**src/rtl/ula_pkg.sv**
```systemverilog
// Shared opcode constants, opcode validity check and sequencer FSM states
// for the 8-bit ALU front end.
package ula_pkg;

    localparam logic [3:0] OP_SOMA  = 4'b0000;
    localparam logic [3:0] OP_SUB   = 4'b0001;
    localparam logic [3:0] OP_MUL   = 4'b0010;
    localparam logic [3:0] OP_DIV   = 4'b0011;
    localparam logic [3:0] OP_RESTO = 4'b0100;
    localparam logic [3:0] OP_AND   = 4'b0110;
    localparam logic [3:0] OP_OR    = 4'b0111;
    localparam logic [3:0] OP_XOR   = 4'b1000;
    localparam logic [3:0] OP_NAND  = 4'b1001;
    localparam logic [3:0] OP_NOR   = 4'b1010;
    localparam logic [3:0] OP_NOT   = 4'b1011;

    typedef enum logic [1:0] {
        OCIOSO,
        EXECUTA,
        SAIDA
    } estado_t;

    // 0101 and 1100..1111 have no ALU operation behind them.
    function automatic logic op_invalido(input logic [3:0] sel);
        return (sel == 4'b0101) || (sel >= 4'b1100);
    endfunction

endpackage

```
**src/rtl/ula_fifo.sv**
```systemverilog
// Circular-buffer FIFO with occupancy count; no bypass, so a push into an
// empty FIFO is visible at the head only from the next cycle.
module ula_fifo #(
    parameter int LARGURA      = 20,
    parameter int PROFUNDIDADE = 4
) (
    input  logic               clk,
    input  logic               reset,
    input  logic               push,
    input  logic               pop,
    input  logic [LARGURA-1:0] dados_entrada,
    output logic [LARGURA-1:0] dados_saida,
    output logic               cheia,
    output logic               vazia
);

    localparam int PW = $clog2(PROFUNDIDADE);

    logic [LARGURA-1:0] mem [PROFUNDIDADE];
    logic [PW-1:0]      ptr_escrita;
    logic [PW-1:0]      ptr_leitura;
    logic [PW:0]        contagem;
    logic               push_ok;
    logic               pop_ok;

    assign push_ok     = push && !cheia;
    assign pop_ok      = pop && !vazia;
    assign cheia       = (contagem == (PW+1)'(PROFUNDIDADE));
    assign vazia       = (contagem == '0);
    assign dados_saida = mem[ptr_leitura];

    // Depth is a power of two, so pointers wrap by plain overflow.
    always_ff @(posedge clk) begin
        if (reset) begin
            ptr_escrita <= '0;
            ptr_leitura <= '0;
            contagem    <= '0;
        end else begin
            if (push_ok)
                ptr_escrita <= ptr_escrita + 1'b1;
            if (pop_ok)
                ptr_leitura <= ptr_leitura + 1'b1;
            case ({push_ok, pop_ok})
                2'b10:   contagem <= contagem + 1'b1;
                2'b01:   contagem <= contagem - 1'b1;
                default: contagem <= contagem;
            endcase
        end
    end

    always_ff @(posedge clk) begin
        if (push_ok)
            mem[ptr_escrita] <= dados_entrada;
    end

endmodule

```
**src/rtl/ula_sequenciador.sv**
```systemverilog
// Buffers ALU operations, issues them one at a time and holds each result
// under a valid/ready handshake. Optional accumulator: ULA_SEQ_ACUMULADOR_EN.
module ula_sequenciador
    import ula_pkg::*;
#(
    parameter int PROFUNDIDADE = 4
) (
    input  logic        Clk,
    input  logic        Reset,
    input  logic        Entrada_Valida,
    output logic        Entrada_Pronta,
    input  logic [7:0]  Op_A,
    input  logic [7:0]  Op_B,
    input  logic [3:0]  Op_Sel,
    input  logic        Op_Acc,
    output logic [7:0]  ULA_A,
    output logic [7:0]  ULA_B,
    output logic [3:0]  ULA_Sel,
    input  logic [15:0] ULA_Resultado,
    input  logic        ULA_Maior,
    input  logic        ULA_Menor,
    input  logic        ULA_Igual,
    output logic        Saida_Valida,
    input  logic        Saida_Pronta,
    output logic [15:0] Saida_Resultado,
    output logic        Saida_Maior,
    output logic        Saida_Menor,
    output logic        Saida_Igual,
    output logic        Saida_Erro
);

`ifdef ULA_SEQ_ACUMULADOR_EN
    localparam int LARGURA = 21;
`else
    localparam int LARGURA = 20;
`endif

    estado_t            estado;
    logic [LARGURA-1:0] entrada_fifo;
    logic [LARGURA-1:0] saida_fifo;
    logic               cheia;
    logic               vazia;
    logic               push;
    logic               pop;
    logic               transfere;
    logic               erro_atual;
    logic [7:0]         a_proximo;

    assign Entrada_Pronta = !cheia;
    assign push           = Entrada_Valida && !cheia;
    assign transfere      = Saida_Valida && Saida_Pronta;
    assign pop            = !vazia && ((estado == OCIOSO) || (estado == SAIDA && transfere));
    assign erro_atual     = op_invalido(ULA_Sel) ||
                            (((ULA_Sel == OP_DIV) || (ULA_Sel == OP_RESTO)) && (ULA_B == 8'h00));

`ifdef ULA_SEQ_ACUMULADOR_EN
    logic [7:0] acumulador;
    logic [7:0] acc_atual;

    assign entrada_fifo = {Op_Acc, Op_Sel, Op_B, Op_A};
    // A pop coinciding with an output transfer must see the value being loaded.
    assign acc_atual    = (transfere && !Saida_Erro) ? Saida_Resultado[7:0] : acumulador;
    assign a_proximo    = saida_fifo[20] ? acc_atual : saida_fifo[7:0];

    always_ff @(posedge Clk) begin
        if (Reset)
            acumulador <= 8'h00;
        else if (transfere && !Saida_Erro)
            acumulador <= Saida_Resultado[7:0];
    end
`else
    logic unused_acc;

    assign unused_acc   = Op_Acc;
    assign entrada_fifo = {Op_Sel, Op_B, Op_A};
    assign a_proximo    = saida_fifo[7:0];
`endif

    ula_fifo #(
        .LARGURA      (LARGURA),
        .PROFUNDIDADE (PROFUNDIDADE)
    ) u_fifo (
        .clk           (Clk),
        .reset         (Reset),
        .push          (push),
        .pop           (pop),
        .dados_entrada (entrada_fifo),
        .dados_saida   (saida_fifo),
        .cheia         (cheia),
        .vazia         (vazia)
    );

    always_ff @(posedge Clk) begin
        if (Reset) begin
            estado          <= OCIOSO;
            ULA_A           <= 8'h00;
            ULA_B           <= 8'h00;
            ULA_Sel         <= 4'h0;
            Saida_Valida    <= 1'b0;
            Saida_Resultado <= 16'h0000;
            Saida_Maior     <= 1'b0;
            Saida_Menor     <= 1'b0;
            Saida_Igual     <= 1'b0;
            Saida_Erro      <= 1'b0;
        end else begin
            if (pop) begin
                ULA_A   <= a_proximo;
                ULA_B   <= saida_fifo[15:8];
                ULA_Sel <= saida_fifo[19:16];
            end
            case (estado)
                OCIOSO: begin
                    if (!vazia)
                        estado <= EXECUTA;
                end
                EXECUTA: begin
                    Saida_Resultado <= erro_atual ? 16'h0000 : ULA_Resultado;
                    Saida_Maior     <= ULA_Maior;
                    Saida_Menor     <= ULA_Menor;
                    Saida_Igual     <= ULA_Igual;
                    Saida_Erro      <= erro_atual;
                    Saida_Valida    <= 1'b1;
                    estado          <= SAIDA;
                end
                SAIDA: begin
                    if (transfere) begin
                        Saida_Valida <= 1'b0;
                        estado       <= vazia ? OCIOSO : EXECUTA;
                    end
                end
                default: estado <= OCIOSO;
            endcase
        end
    end

endmodule

```
**config.mk**
```make
export PLATFORM = sky130hd
export DESIGN_NAME = ula_sequenciador
export DESIGN_NICKNAME = d
export VERILOG_FILES = /design/src/rtl/ula_pkg.sv /design/src/rtl/ula_fifo.sv /design/src/rtl/ula_sequenciador.sv
export SDC_FILE = /design/constraint.sdc
export NUM_CORES = 1
export LEC_CHECK = 0
export CAP_MARGIN = 5
export CELL_PAD_IN_SITES_DETAIL_PLACEMENT = 1
export CELL_PAD_IN_SITES_GLOBAL_PLACEMENT = 1
export CORE_MARGIN = 2
export CORE_UTILIZATION = 25
export CTS_CLUSTER_DIAMETER = 30
export CTS_CLUSTER_SIZE = 24
export DETAILED_ROUTE_END_ITERATION = 6
export GPL_ROUTABILITY_DRIVEN = 0
export GPL_TIMING_DRIVEN = 0
export PLACE_DENSITY = 0.56
export SLEW_MARGIN = 10
export SYNTH_ARGS = -nofsm -noshare
export SYNTH_HDL_FRONTEND = slang
export SYNTH_SLANG_ARGS = --single-unit
```
**constraint.sdc**
```tcl
create_clock -name Clk -period 2.35 [get_ports Clk]
set_input_delay 0.5875 -clock Clk [delete_from_list [all_inputs] [get_ports Clk]]
set_output_delay 0.5875 -clock Clk [all_outputs]
set_load 0.1 [all_outputs]
```
## Word level (Yosys, flattened, before mapping)

Memory sizes are Yosys's and may differ from the RTL's. A register that Yosys moved wholly into a read port is not among the register bits.
Cells that the tools add are included.

| operators by class | value |
|---|---|
| eq/ne operators | 10 |
| $add $sub $neg | 4 |
| reduce and logical (&&, ||, !) cells | 20 |
| mux-type cells | 10 |
| order comparisons | 1 |

Operators with widths:

| kind | count |
|---|---|
| 16-bit two-way mux | 1 |
| 4-bit by 3-bit == test with 1-bit output (second input constant) | 2 |
| 8-bit zero test | 1 |
| 1-bit logical AND | 7 |
| 2-bit case mux with 3 select lines | 1 |
| 3-bit case mux with 2 select lines | 1 |
| 2-bit by 1-bit adder with 2-bit output (second input constant) | 2 |
| 2-bit by 1-bit == test with 1-bit output (second input constant) | 2 |
| 2-bit == test (second input constant) | 2 |
| 4-bit by 2-bit == test with 1-bit output (second input constant) | 1 |
| 4-bit greater-or-equal comparator (second input constant) | 1 |
| 1-bit logical OR | 4 |
| 1-bit two-way mux | 4 |
| 2-bit two-way mux | 2 |
| 2-bit != test (second input constant) | 2 |
| 2-bit AND reduction | 2 |
| 2-bit nonzero test | 2 |
| 3-bit by 1-bit adder with 3-bit output (second input constant) | 1 |
| 3-bit == test (second input constant) | 1 |
| 3-bit zero test | 1 |
| 3-bit by 1-bit subtractor with 3-bit output (second input constant) | 1 |
| 1-bit zero test | 2 |
| 2-bit zero test | 1 |
| 1-bit case mux with 2 select lines | 1 |

| word-level totals | value |
|---|---|
| memories kept | 1 |
| input port bits | 44 |
| flip-flop bits (word level) | 30 |
| bits in writable memories | 80 |
| output and inout bits | 42 |

Memory list:

| name | words | width | read ports | clocked after Yosys merged registers in | wr ports | line | source |
|---|---|---|---|---|---|---|---|
| u_fifo.mem | 4 | 20 | 1 | 1 | 1 | ula_fifo.sv:19 | `logic [LARGURA-1:0] mem [PROFUNDIDADE];` |

## Logic depth before layout (Yosys ltp)

Gate-level depths: netlist of run 1.

| logic depth | value |
|---|---|
| depth in word-level cells | 7 |
| depth in mapped cells | 8 |

## Modules after synthesis

A second synthesis of run 1 with hierarchy kept.

| second synthesis, totals | value |
|---|---|
| cell total of the unflattened synthesis | 347 |
| area total of the unflattened synthesis | 5128.7 um^2 |

By module, submodules not included:

| module | area each (um^2) | sequential area each (um^2) | cells each | times used |
|---|---|---|---|---|
| ula_fifo | 3362.0 | 2582.5 | 158 | 1 |
| ula_sequenciador | 1766.7 | 860.8 | 189 | 1 |

## Least setup slack after synthesis of run 1

No wires, ideal clock.

| timing path | value |
|---|---|
| path kind | register to register |
| start | register u_fifo.contagem[0] |
| end | register u_fifo.contagem[2] |
| slack | -0.556 ns |
| arrival | 2.835 ns |
| clock period less this slack | 2.906 ns |
| cell stages (with the launch flop) | 9 |
| setup time | 0.071 ns |
| buffers on the path | 1 |
| path through | dfxtp_1 -> or3b_1 -> clkbuf_1 -> nand2_1 -> ha_1 -> fa_1 -> xnor2_1 -> or3_1 -> a21oi_1 |

| between the ends | value |
|---|---|
| longest elaborated chain between the ends | 6 |

Ends and longest elaborated chain:

| element | line | source |
|---|---|---|
| from (decl) | ula_fifo.sv:22 | `logic [PW:0] contagem;` |
| from (signal assigned) | ula_fifo.sv:44 | `2'b10: contagem <= contagem + 1'b1;` |
| from (signal assigned) | ula_fifo.sv:45 | `2'b01: contagem <= contagem - 1'b1;` |
| from (signal assigned) | ula_fifo.sv:46 | `default: contagem <= contagem;` |
| 3-bit == test (*) | ula_fifo.sv:28 | `assign cheia = (contagem == (PW+1)'(PROFUNDIDADE));` |
| 1-bit zero test (*) | -- |  |
| net Entrada_Pronta | ula_sequenciador.sv:11 | `output logic Entrada_Pronta,` |
| 1-bit logical AND | ula_sequenciador.sv:50 | `assign push = Entrada_Valida && !cheia;` |
| 1-bit logical AND (*) | ula_fifo.sv:26 | `assign push_ok = push && !cheia;` |
| 2-bit by 1-bit == test with 1-bit output / 2-bit == test (equally long branches) | ula_fifo.sv:43 | `case ({push_ok, pop_ok})` |
| 3-bit case mux with 2 select lines / 2-bit nonzero test (equally long branches) | -- |  |

Mark *: on every way through the listed nets, which the timed path passes. The rest lies on a longest branch.
A chain may end at the register's enable or synchronous reset.

## Worst setup path in the final report of run 1

| timing path | value |
|---|---|
| start | register Saida_Valida |
| end | output Saida_Valida |

RTL lines:

| element | line | source |
|---|---|---|
| from (decl) | ula_sequenciador.sv:23 | `output logic Saida_Valida,` |
| from (signal assigned) | ula_sequenciador.sv:99 | `Saida_Valida <= 1'b0;` |
| from (signal assigned) | ula_sequenciador.sv:122 | `Saida_Valida <= 1'b1;` |
| from (signal assigned) | ula_sequenciador.sv:127 | `Saida_Valida <= 1'b0;` |

No word-level cell between the ends.

==> reports/metrics.cfg, run 1 <==
[worst_setup_path]
critPathTopFamily = buffers and inverters
worst-r2r-setup-slack_ns = 0.12
cp.buffers_inverters = 1
crit_path_cell_trace = dlygate4sd2_1
crit_path_start_kind = flop
path_max_fanout = 5
cp.arrival_ns = 1.71
cp_data_required_time_ns = 1.76
critical_path.max_stage_delay_ns = 0.89
cp-end-kind = primary output
critical_path_class = reg2out
crit_slowest_cell = dlygate4sd2_1

[detailed_routing]
drt_wl_total_um = 12370
drt-pass1-iter-count = 4
wl_per_cell_um = 17.67
ant_nets = 0
vias = 3150
drt_first_iter_violations = 120
drc = 0
drt-vias-per-instance = 4.500

[clock_tree]
htree_levels = 4
cts_buffers = 17
clk_transition_reported_paths_ns = 0.06
clk_latency_ns = 0.42
cts_tree = yes
clock-root-buffer = clkbuf_16
cts_buffer_depth = 2
cts_hold_buffers = 0
clock-sinks = 130

[synthesis]
synth-seq-cells = 130
synth_area_per_cell_um2 = 16.37
synth_async_sr_flop_share = 0
synth_edf_count = 80
syn_nets = 364
synth.yosys.warnings = 0
syn_area_um2 = 5140
ys_seq_area_frac = 0.6621
yosysUniqueCellTypes = 42
synthCells = 314
ys.flop_type = edfxtp_1

[global_routing]
overflow = 0
grt_first_pass_wirelength_um = 19120
grt_use_total = 0.1190
grt_max_degree = 21
grt_pass1_vias = 3335
antenna_found_initial = 0

[power]
power_density_nw_per_um2 = 1483
power_mw = 10.28
p_leak_nw = 2.690
ir_drop_mv = 0.5255

[timing]
worst_slew_pin_slew_ns = 1.197
finalCriticalPeriod_ns = 2.297
grt_setup_unrepaired = false
setup_violations = 0
finalSetupTns_ns = 0
fmax_ghz = 0.4354
whs_ns = 0.4924
drv_slew = 0
fin_crit_sh = 0.9774
fin_worst_skew_ns = 0.008139
relSlewSlack = 0.2021
finalHoldViolCount = 0

[floorplan]
initial_core_util = 0.2540
coreArea_um2 = 20230
die_y_um = 147.4
rows = 52
die_x_um = 147.4
ios = 86
dieArea_um2 = 21720

[layout]
antenna_cells = 0
drive_gt1_frac = 0.1837
nets = 468
syn_to_final_growth_pct = 34.88
final_util = 0.3426

[placement]
io_buffers = 83
hpwl_um = 8371

[run_status]
outcome = finished clean

[hold_path]
hold_class = reg2reg

[flow_run]
cap_viol_max_count = 0

## registers in the layout, summed over array words and instances (netlist names)
name / count
Saida_Erro: 1
estado: 2
Saida_Resultado: 16
Saida_Menor: 1
ULA_A: 8
u_fifo.ptr_leitura: 2
ULA_B: 8
Saida_Valida: 1
Saida_Maior: 1
u_fifo.contagem: 3
u_fifo.ptr_escrita: 2
ULA_Sel: 4
Saida_Igual: 1
u_fifo.mem: 80
## path summary, 6_finish.rpt
| check | start | end | cells past startpoint |
|---|---|---|---|
| worst max-delay path | Saida_Valida$_SDFFE_PP0P_ | Saida_Valida | 1 |
| worst min-delay path | Saida_Menor$_SDFFE_PP0P_ | Saida_Menor$_SDFFE_PP0P_ | 2 |
| worst max register to register | u_fifo.contagem[0]$_SDFFE_PP0P_ | u_fifo.contagem[2]$_SDFFE_PP0P_ | 8 |
| worst min register to register | Saida_Menor$_SDFFE_PP0P_ | Saida_Menor$_SDFFE_PP0P_ | 2 |
## final cells by class
cell class,instances,area (um^2)
Buffer,26,155.1
Clock buffer,18,429.2
Clock inverter,13,185.2
Fill cell,2096,13300
Inverter,5,18.77
Multi-Input combinational cell,152,1585
Sequential cell,130,3405
Tap cell,270,337.8
Timing Repair Buffer,86,817.0
## stage by stage
stage               area (um^2)  cells  setup WS, ns
finish                     6933    700       0.05300
floorplan                  5145    314       0.01207
global route               6933    700     0.0006057
detailed placement         6314    667       -0.7589
CTS                        6913    700       -0.1240
global placement           6314    667       -0.7132
## per-layer routing
| metal | share of wire | global-route usage | up-vias |
|---|---|---|---|
| li1 | - | - | 1481 |
| met3 | 0.058 | 0.04167 | 15 |
| met2 | 0.47 | 0.1930 | 92 |
| met5 | 0 | 0 | - |
| met4 | 0.016 | 0.04904 | 0 |
| met1 | 0.46 | 0.1451 | 1562 |
## synthesized netlist by cell type, types with 2 or more instances
cell / instances / area share
nand3_1: 2 / 0.0019
a211oi_1: 2 / 0.0029
o311a_1: 20 / 0.039
and3_1: 4 / 0.0049
a311oi_1: 16 / 0.027
or4_4: 2 / 0.0044
clkbuf_1: 10 / 0.0073
buf_6: 4 / 0.0088
o21ai_0: 3 / 0.0029
ha_1: 5 / 0.012
or3_1: 2 / 0.0024
mux2i_1: 20 / 0.039
a21oi_1: 4 / 0.0039
nor2_1: 8 / 0.0058
dfxtp_1: 50 / 0.19
mux4_2: 20 / 0.088
inv_1: 5 / 0.0037
edfxtp_1: 80 / 0.47
a21o_1: 22 / 0.032
buf_1: 2 / 0.0015
nor2b_1: 3 / 0.0037
buf_2: 10 / 0.0097
## power by group
part / switching, mW / internal (mW) / total, mW
Clock: 0.992 / 1.77 / 2.76
Combinational: 3.09 / 1.30 / 4.38
Sequential: 0.294 / 2.84 / 3.14
## cell usage in the layout (no fill, tap or decap), types with 3 or more instances in the layout
| cell type | synthesis | routed |
|---|---|---|
| o21ai_0 | 3 | 3 |
| dlygate4sd2_1 | 0 | 37 |
| clkbuf_1 | 10 | 10 |
| and3_1 | 4 | 3 |
| inv_1 | 5 | 5 |
| clkdlybuf4s50_1 | 0 | 40 |
| o311a_1 | 20 | 20 |
| clkinvlp_4 | 0 | 3 |
| clkdlybuf4s15_1 | 0 | 4 |
| clkbuf_16 | 0 | 17 |
| edfxtp_1 | 80 | 80 |
| a311oi_1 | 16 | 16 |
| dfxtp_1 | 50 | 49 |
| bufinv_16 | 0 | 4 |
| nor2_1 | 8 | 8 |
| nor2b_1 | 3 | 3 |
| ha_1 | 5 | 5 |
| mux2i_1 | 20 | 20 |
| a21oi_1 | 4 | 4 |
| buf_6 | 4 | 5 |
| buf_2 | 10 | 8 |
| a21o_1 | 22 | 22 |
| buf_4 | 1 | 4 |
| mux4_2 | 20 | 20 |
## kinds of logic after synthesis
kind of cell | count (synthesis) | share of synthesized area
xor+xnor | 2 | 0.003409
simple gates | 29 | 0.03505
compound gates | 74 | 0.1222
fa+ha+maj | 6 | 0.01607
mux | 41 | 0.1288
flops | 130 | 0.6621
buf+inv | 32 | 0.03238
## repair_timing
action,4_1_cts,5_1_grt
setup endpoints to repair,44,7
setup buffers,2,0
gates resized for setup,50,9
pin swaps,2,0
Note: power is estimated with default switching activity, not from simulation.
==> inputs of run 2 (changes only) <==
--- a/config.mk
+++ b/config.mk
@@ -14,9 +14,9 @@
 export CTS_CLUSTER_SIZE = 24
 export DETAILED_ROUTE_END_ITERATION = 6
 export GPL_ROUTABILITY_DRIVEN = 0
-export GPL_TIMING_DRIVEN = 0
 export PLACE_DENSITY = 0.56
 export SLEW_MARGIN = 10
 export SYNTH_ARGS = -nofsm -noshare
 export SYNTH_HDL_FRONTEND = slang
 export SYNTH_SLANG_ARGS = --single-unit
+export TNS_END_PERCENT = 50
==> reports/metrics.cfg, run 2 (synthesized netlist as in run 1, its figures left out) <==
[run_status]
outcome = finished clean  ; unchanged

[detailed_routing]
drt_first_iter_violations = 91  ; was 120
wl_per_cell_um = 18.25  ; was 17.67 um
drt_wl_total_um = 12610  ; was 12370 um
drc = 0  ; unchanged
drt-vias-per-instance = 4.573  ; was 4.500
drt-pass1-iter-count = 4  ; unchanged
ant_nets = 0  ; unchanged
vias = 3160  ; was 3150

[floorplan]
die_x_um = 147.4  ; unchanged
rows = 52  ; unchanged
die_y_um = 147.4  ; unchanged
ios = 86  ; unchanged
dieArea_um2 = 21720  ; unchanged
initial_core_util = 0.2540  ; unchanged
coreArea_um2 = 20230  ; unchanged

[placement]
io_buffers = 84  ; was 83
dp.cells = 660  ; was 667
post-place-ws_ns = -0.2628  ; was -0.7589 ns
hpwl_um = 8027  ; was 8371 um
dpl_cell_area_um2 = 6301  ; was 6314 um^2

[clock_tree]
clk_latency_ns = 0.42  ; about the same
clk_transition_reported_paths_ns = 0.06  ; about the same
cts_buffers = 17  ; unchanged
cts_tree = yes  ; unchanged
htree_levels = 4  ; unchanged
cts_buffer_depth = 2  ; unchanged
post_cts_resized = 0  ; was 50
clock-root-buffer = clkbuf_16  ; unchanged
postCtsSetupBuffers = 0  ; was 2
clock-sinks = 130  ; unchanged
cts_hold_buffers = 0  ; unchanged

[layout]
seqCellArea_um2 = 3405  ; unchanged
layout_commonest_cell = edfxtp_1  ; unchanged
regMostFlops = u_fifo.mem  ; unchanged
final_util = 0.3394  ; was 0.3426
fillers = 2081  ; was 2096
nets = 459  ; was 468
finalNonFillerCells = 691  ; was 700
syn_to_final_growth_pct = 33.59  ; was 34.88%
layout_common_cells = edfxtp_1, buf_4, dfxtp_1  ; was edfxtp_1, dfxtp_1, clkdlybuf4s50_1
fin_area_um2 = 6867  ; was 6933 um^2
largestRegisters = u_fifo.mem x80, Saida_Resultado x16  ; unchanged
antenna_cells = 0  ; unchanged
multi_input_area_um2 = 1587  ; was 1585 um^2
drive_gt1_frac = 0.2874  ; was 0.1837
largest_reg_flops = 80  ; unchanged

[global_routing]
grt_max_degree = 38  ; was 21
grt_use_total = 0.1234  ; was 0.1190
antenna_found_initial = 0  ; unchanged
grt_pass1_vias = 3432  ; was 3335
grt_first_pass_wirelength_um = 19930  ; was 19120 um
overflow = 0  ; unchanged

[timing]
grt_setup_unrepaired = false  ; unchanged
finalHoldViolCount = 0  ; unchanged
finalSetupTns_ns = 0  ; unchanged
setup_violations = 0  ; unchanged
setup_slack_ns = 0.1756  ; was 0.05300 ns
worst_slew_pin_slew_ns = 0.7909  ; was 1.197 ns
fin_worst_skew_ns = 0.008890  ; was 0.008139 ns
drv_slew = 0  ; unchanged
fin_crit_sh = 0.9253  ; was 0.9774
relSlewSlack = 0.4721  ; was 0.2021
whs_ns = 0.4926  ; was 0.4924 ns
fmax_ghz = 0.4599  ; was 0.4354 GHz
finalCriticalPeriod_ns = 2.174  ; was 2.297 ns

[worst_setup_path]
cp.arrival_ns = 2.53  ; was 1.71 ns
cp-end-kind = flop  ; was primary output
cp_data_required_time_ns = 2.71  ; was 1.76 ns
critical_path_class = in2reg  ; was reg2out
crit_path_start_kind = primary input  ; was flop
path_max_fanout = 2  ; was 5
rr_worst_depth = 7  ; was 8

[hold_path]
hold_path_depth = 2  ; unchanged
hold_class = reg2reg  ; unchanged

[power]
ir_drop_mv = 0.6652  ; was 0.5255 mV
power_mw = 10.09  ; was 10.28 mW
p_leak_nw = 2.595  ; was 2.690 nW
power_density_nw_per_um2 = 1470  ; was 1483 nW/um^2

[flow_run]
cap_viol_max_count = 0  ; unchanged

==> run 2: changes by cell type in the layout (fill, tap and decap cells not counted), moves of 4 or more <==
cell,before,now
buf_6,5,0
dlygate4sd2_1,37,0
clkbuf_1,10,1
buf_4,4,55
buf_12,0,6
buf_2,8,0
clkdlybuf4s15_1,4,0
==> run 2: path summary, 6_finish.rpt <==
path                                 start                         endpoint  slack (ns)
setup / recovery              Saida_Pronta  u_fifo.contagem[2]$_SDFFE_PP0P_        0.18
hold / removal    Saida_Igual$_SDFFE_PP0P_         Saida_Igual$_SDFFE_PP0P_        0.49
setup reg to reg    estado[1]$_SDFFE_PP0P_  u_fifo.contagem[2]$_SDFFE_PP0P_        0.32
hold reg to reg   Saida_Igual$_SDFFE_PP0P_         Saida_Igual$_SDFFE_PP0P_        0.49
==> run 2: worst max-delay path, cell delays in order <==
cell and delay [ns]:
clkdlybuf4s50_1 0.44, a21boi_2 0.19, nor3_1 0.10, ha_1 0.24, fa_1 0.38, xnor2_1 0.15
or3_1 0.31, a21oi_1 0.14
==> run 2: where the power goes <==
group	total, mW	switching [mW]	internal (mW)
logic	4.41	3.10	1.31
registers	3.14	0.300	2.84
clock network	2.54	0.988	1.55
==> run 2: metal layers <==
| layer | GRT usage | part of all wire | up-vias |
|---|---|---|---|
| li1 | - | - | 1459 |
| met1 | 0.1491 | 0.43 | 1594 |
| met2 | 0.2065 | 0.51 | 95 |
| met3 | 0.04167 | 0.059 | 12 |
| met4 | 0.04327 | 0.0075 | 0 |
| met5 | 0 | 0 | - |
==> run 2: layout make-up <==
class / instances / area share
Clock buffer: 18 / 0.06250
Clock inverter: 13 / 0.01986
Inverter: 5 / 0.002733
Multi-Input combinational cell: 152 / 0.2310
Sequential cell: 130 / 0.4958
Tap cell: 270 / 0.04920
Timing Repair Buffer: 103 / 0.1388
==> patch 1: new RTL, settings of run 1 <==
`PROFUNDIDADE` is set to 4 in 2 places; all go to 8.
--- a/src/rtl/ula_fifo.sv
+++ b/src/rtl/ula_fifo.sv
@@ -2,7 +2,7 @@
 // empty FIFO is visible at the head only from the next cycle.
 module ula_fifo #(
     parameter int LARGURA      = 20,
-    parameter int PROFUNDIDADE = 4
+    parameter int PROFUNDIDADE = 8
 ) (
     input  logic               clk,
     input  logic               reset,
--- a/src/rtl/ula_sequenciador.sv
+++ b/src/rtl/ula_sequenciador.sv
@@ -3,7 +3,7 @@
 module ula_sequenciador
     import ula_pkg::*;
 #(
-    parameter int PROFUNDIDADE = 4
+    parameter int PROFUNDIDADE = 8
 ) (
     input  logic        Clk,
     input  logic        Reset,
Function: changed (a bounded check fails within 10 cycles, from zero or initial values and one cycle with Reset high).
==> patch 1 against run 1 <==
  * Routed wire length is 61% higher
  * Synthesized area is 58% higher
  * Design area is 65% higher
  * Highest routed layer unchanged
  * Via count is 44% higher
  * Power is 44% higher
  * Sequential share of layout area is 2.3 points higher
  * Largest power group is now clock
  * Register-to-register slack worse by 90 ps
  * Critical path depth is 7 higher
  * Count of clock-buffer cells in the layout is 32 higher
  * Sequential cell count is 83 higher
  * Core utilization is 1.2 points higher
  * Setup slack worse by 23 ps
==> patch 1: results (changes against run 1) <==
- The run finished with clean final reports.
- The number of flops mapped to enable cells by yosys is 160 (+100%).
- The total CTS buffers is 44 (+27).
- The register-to-register setup slack is 30 ps (-90 ps).
- The number of filler instances in the final layout is 3202 (+53%).
- The reg-to-reg critical path startpoint is u_fifo.contagem[1]$_SDFFE_PP0P_.
- The detailed-placement wirelength estimate is 12600 um (+50%).
- The violation count after the first detailed-route iteration is 238 (+98%).
- The number of global-route vias before repair is 4977 (+49%).
- The post-layout instance count excluding filler cells is 1044 (+49%).
- The data arrival time of the critical path was 2750 ps (+1040 ps).
- The maximum level of the CTS H-tree is 2 (-2).
- The minimum setup slack after placement is -750 ps (+8.66 ps).
- By count the netlist is led by sky130_fd_sc_hd__edfxtp_1 (160), sky130_fd_sc_hd__dfxtp_1 (53), sky130_fd_sc_hd__a22o_1 (36), sky130_fd_sc_hd__mux4_1 (34), sky130_fd_sc_hd__mux2_2 (21).
- After synthesis, the cell types taking the most area are sky130_fd_sc_hd__edfxtp_1 (59%), sky130_fd_sc_hd__dfxtp_1 (13%), sky130_fd_sc_hd__mux4_1 (11%).
- The number of placed cells counting well taps was 955 (+43%).
- In the final layout, the registers with the most flip-flops are u_fifo.mem x160, Saida_Resultado x16.
- The synthesized instance count came to 420 (+34%).
- The worst hold margin is 458 ps (-34.4 ps).
- The sum of met2 wire segment lengths after detailed routing is 9890 um (+71%).
- The reported leakage power was 3.94 nW (+47%).
- The layout cell share with drive strength beyond 1 is 0.281 (+0.0975).
- The instance area after placement is 0.00980 mm2 (+55%).
- The largest vdd supply drop is 519 uV (-1.3%).
- The xor-xnor portion of the synthesized cell area is 0.00647 (+0.00306).
- Grouping stages by cell kind, the critical path spends the most delay in simple AND/OR/NAND/NOR gates.
==> patch 1: routing by layer <==
metal	track usage	vias to the layer above
li1	-	2051
met1	0.134	2297
met2	0.204	135
met3	0.0389	49
met4	0.0515	0
met5	0	-
==> patch 1: layout make-up <==
type	instances	area, um2	share of cell area
clock inverter	32	413	0.0361
antenna	1	2.50	0.000219
clock buffer	50	1120	0.0982
timing repair buffer	100	1010	0.0879
buffer	22	140	0.0122
multi-input combinational	180	2310	0.202
tap	442	553	0.0483
inverter	4	15.0	0.00131
sequential	213	5880	0.514
==> patch 1: timing repair <==
action	CTS	global route
setup buffers	4	3
hold buffers	0	0
gates resized for setup	76	36
setup endpoints to repair	45	24
pin swaps	6	5
==> patch 1: worst max-delay path by stage <==
stage	from	slack, ps	depth (start not counted)	end
2_1_floorplan	u_fifo.contagem[1]$_SDFFE_PP0P_	4	9	u_fifo.contagem[3]$_SDFFE_PP0P_
6_report	u_fifo.contagem[1]$_SDFFE_PP0P_	30	8	u_fifo.contagem[3]$_SDFFE_PP0P_
5_1_grt	u_fifo.contagem[2]$_SDFFE_PP0P_	-40	8	u_fifo.contagem[3]$_SDFFE_PP0P_
3_5_place_dp	Saida_Pronta	-750	9	u_fifo.contagem[3]$_SDFFE_PP0P_
4_1_cts	u_fifo.contagem[0]$_SDFFE_PP0P_	-70	2	Entrada_Pronta
3_3_place_gp	Entrada_Valida	-1420	3	u_fifo.mem[5][7]$_DFFE_PP_
==> patch 1: report_power, final <==
part	switching [mW]	internal (mW)	total (mW)
Sequential	0.220	4.45	4.67
Combinational	2.45	1.35	3.80
Clock	2.09	4.26	6.35
==> patch 2: new RTL, config.mk and constraints of run 1 <==
Without the edit above. Encoding of `estado_t`: now one-hot (3 bits for 3 values).
--- a/src/rtl/ula_pkg.sv
+++ b/src/rtl/ula_pkg.sv
@@ -14,10 +14,10 @@
     localparam logic [3:0] OP_NOR   = 4'b1010;
     localparam logic [3:0] OP_NOT   = 4'b1011;
 
-    typedef enum logic [1:0] {
-        OCIOSO,
-        EXECUTA,
-        SAIDA
+    typedef enum logic [2:0] {
+        OCIOSO  = 3'b001,
+        EXECUTA = 3'b010,
+        SAIDA   = 3'b100
     } estado_t;
 
     // 0101 and 1100..1111 have no ALU operation behind them.
Formal check against the unedited RTL: no difference found for any inputs over 10 cycles, from zero or initial values and one cycle with Reset high; not proved beyond that.
==> patch 2 against run 1 <==
  * Sequential power decreased by 3%
  * Worst hold slack worse by 41 ps
  * Sequential cell count is 1 higher
  * Routed wire length decreased by 8.1%
  * Setup slack better by 3.1 ps
  * Sequential share of layout area is 2.4 points higher
  * Synthesized area decreased by 4.5%
  * Count of clock-buffer cells in the layout rose by 1
  * Power fell by 13%
  * Design area down 4.0%
  * Non-clock buffer count decreased by 10
==> patch 2: results (changes against run 1) <==
- The number of clock sinks seen by CTS is 131 (+0.77%).
- Yosys attributes the largest share of cell area to sky130_fd_sc_hd__edfxtp_1 (49%), sky130_fd_sc_hd__dfxtp_1 (21%), sky130_fd_sc_hd__mux4_2 (9.2%).
- The post-layout instance count excluding filler cells is 739 (+5.6%).
- The number of filler instances in the final layout came to 2087 (-0.43%).
- The proportion of cell area occupied by multi-input gates is 0.209 (-0.0201).
- The delay contributed by the slowest stage of the critical path was 920 ps (+30 ps).
- The number of global-route vias before repair came to 3298 (-1.1%).
- The actual slew at the worst max-slew pin is 1180 ps (-21.8 ps).
- The total number of vias came to 3114 (-1.1%).
- The portion of netlist area occupied by mux cells is 0.0918 (-0.0370).
- The adder-cell area share of the yosys netlist is 0.0168 (+0.000758).
- The violation count after the first detailed-route iteration is 113 (-5.8%).
- The met1 global-route usage is 0.133 (-0.0124).
- The number of multi-input combinational cells came to 198 (+30%).
- The post-layout minimum cycle time is 2290 ps (-3.08 ps).
- The relative area change from synthesis to final layout is 35.6%.
- The count of different cell masters after synthesis was 30 (-29%).
- The count of non-CTS buffers in the layout came to 102 (-8.9%).
- The number of detailed-routing iterations run before antenna repair came to 6 (+2).
- The layout cell share with drive strength beyond 1 came to 0.158 (-0.0255).
- The sum of met2 wire segment lengths after detailed routing is 5720 um (-0.97%).
- The final clock skew is 5.78 ps (-2.36 ps).
- The worst hold margin was 451 ps (-41.2 ps).
- The number of cells upsized or downsized after cts was 47 (-6.0%).
- The average instance area after synthesis came to 13.7 um2 (-16%).
- The global-route track usage on met2 is 0.203 (+0.00977).
- The reg-to-reg critical path startpoint is estado[0]$_SDFFE_PP1P_.
- The reported leakage power was 2.39 nW (-11%).
- The xor-xnor portion of the synthesized cell area is 0.00535 (+0.00195).
- The first-pass GRT wire length is 17700 um (-7.6%).
- The fraction of met3 tracks used by global routing is 0.0318 (-0.00988).
- The total met3 wirelength after detailed routing is 467 um (-35%).
- The run finished with clean final reports.
- The register area is 0.00343 mm2 (+0.77%).
- The end of the worst hold path is ULA_A[2]$_SDFFE_PP0P_.
- The instance area after placement is 0.00610 mm2 (-3.4%).
- The total nets after synthesis is 407 (+12%).
- The summed instance area of the synthesized netlist is 0.00491 mm2 (-4.5%).
- The buffering overhead is 0.132 (-0.00811).
- The overall global routing resource usage is 0.115 (-0.00351).
- The number of cells traversed by the worst register-to-register path is 10 (+2).
- The post-synthesis compound-gate area fraction was 0.0658 (-0.0564).
- The part of the Yosys area used for sequential elements is 0.697 (+0.0353).
- The largest vdd supply drop is 575 uV (+9.5%).
- The number of warnings printed during yosys synthesis was 0 (unchanged).
- The number of placed cells counting well taps is 705 (+5.7%).
- By count the netlist is led by sky130_fd_sc_hd__nand2_1 (83), sky130_fd_sc_hd__edfxtp_1 (80), sky130_fd_sc_hd__dfxtp_1 (51), sky130_fd_sc_hd__a21oi_1 (48), sky130_fd_sc_hd__mux4_2 (20).
-- patch 2: changes by cell type after synthesis, moves of 5 or more --
cell	before	now
sky130_fd_sc_hd__a21o_1	22	0
sky130_fd_sc_hd__a21oi_1	4	48
sky130_fd_sc_hd__a311oi_1	16	0
sky130_fd_sc_hd__buf_2	10	4
sky130_fd_sc_hd__inv_1	5	10
sky130_fd_sc_hd__mux2i_1	20	0
sky130_fd_sc_hd__nand2_1	1	83
sky130_fd_sc_hd__o311a_1	20	0
-- patch 2: where the power goes --
part	total (mW)	internal, mW	switching (mW)	leakage, nW
logic	3.33	0.965	2.36	0.957
clock network	2.58	1.61	0.967	0.283
registers	3.05	2.83	0.220	1.15
-- patch 2: how the worst max path moves through the flow --
stage                                         start                               to  cells past startpoint
CTS                 u_fifo.contagem[2]$_SDFFE_PP0P_                   Entrada_Pronta                      2
finish                      ULA_Sel[1]$_SDFFE_PP0P_                       ULA_Sel[1]                      1
floorplan                              Saida_Pronta  u_fifo.contagem[2]$_SDFFE_PP0P_                     10
detailed placement                     Saida_Pronta  u_fifo.contagem[2]$_SDFFE_PP0P_                     11
global route                 estado[0]$_SDFFE_PP1P_  u_fifo.contagem[2]$_SDFFE_PP0P_                     10
global placement                       Saida_Pronta  u_fifo.contagem[2]$_SDFFE_PP0P_                     11
-- patch 2: logic make-up (layout without fill, tap and decap cells) --
| group | after synthesis | count (layout) |
|---|---|---|
| AOI/OAI and AO/OA | 58 | 58 |
| xor gates and xnor gates | 3 | 3 |
| adders and majority gates | 6 | 6 |
| buffers and inverters | 28 | 145 |
| DFF | 131 | 131 |
| muxes | 20 | 20 |
| and+or+nand+nor | 111 | 111 |
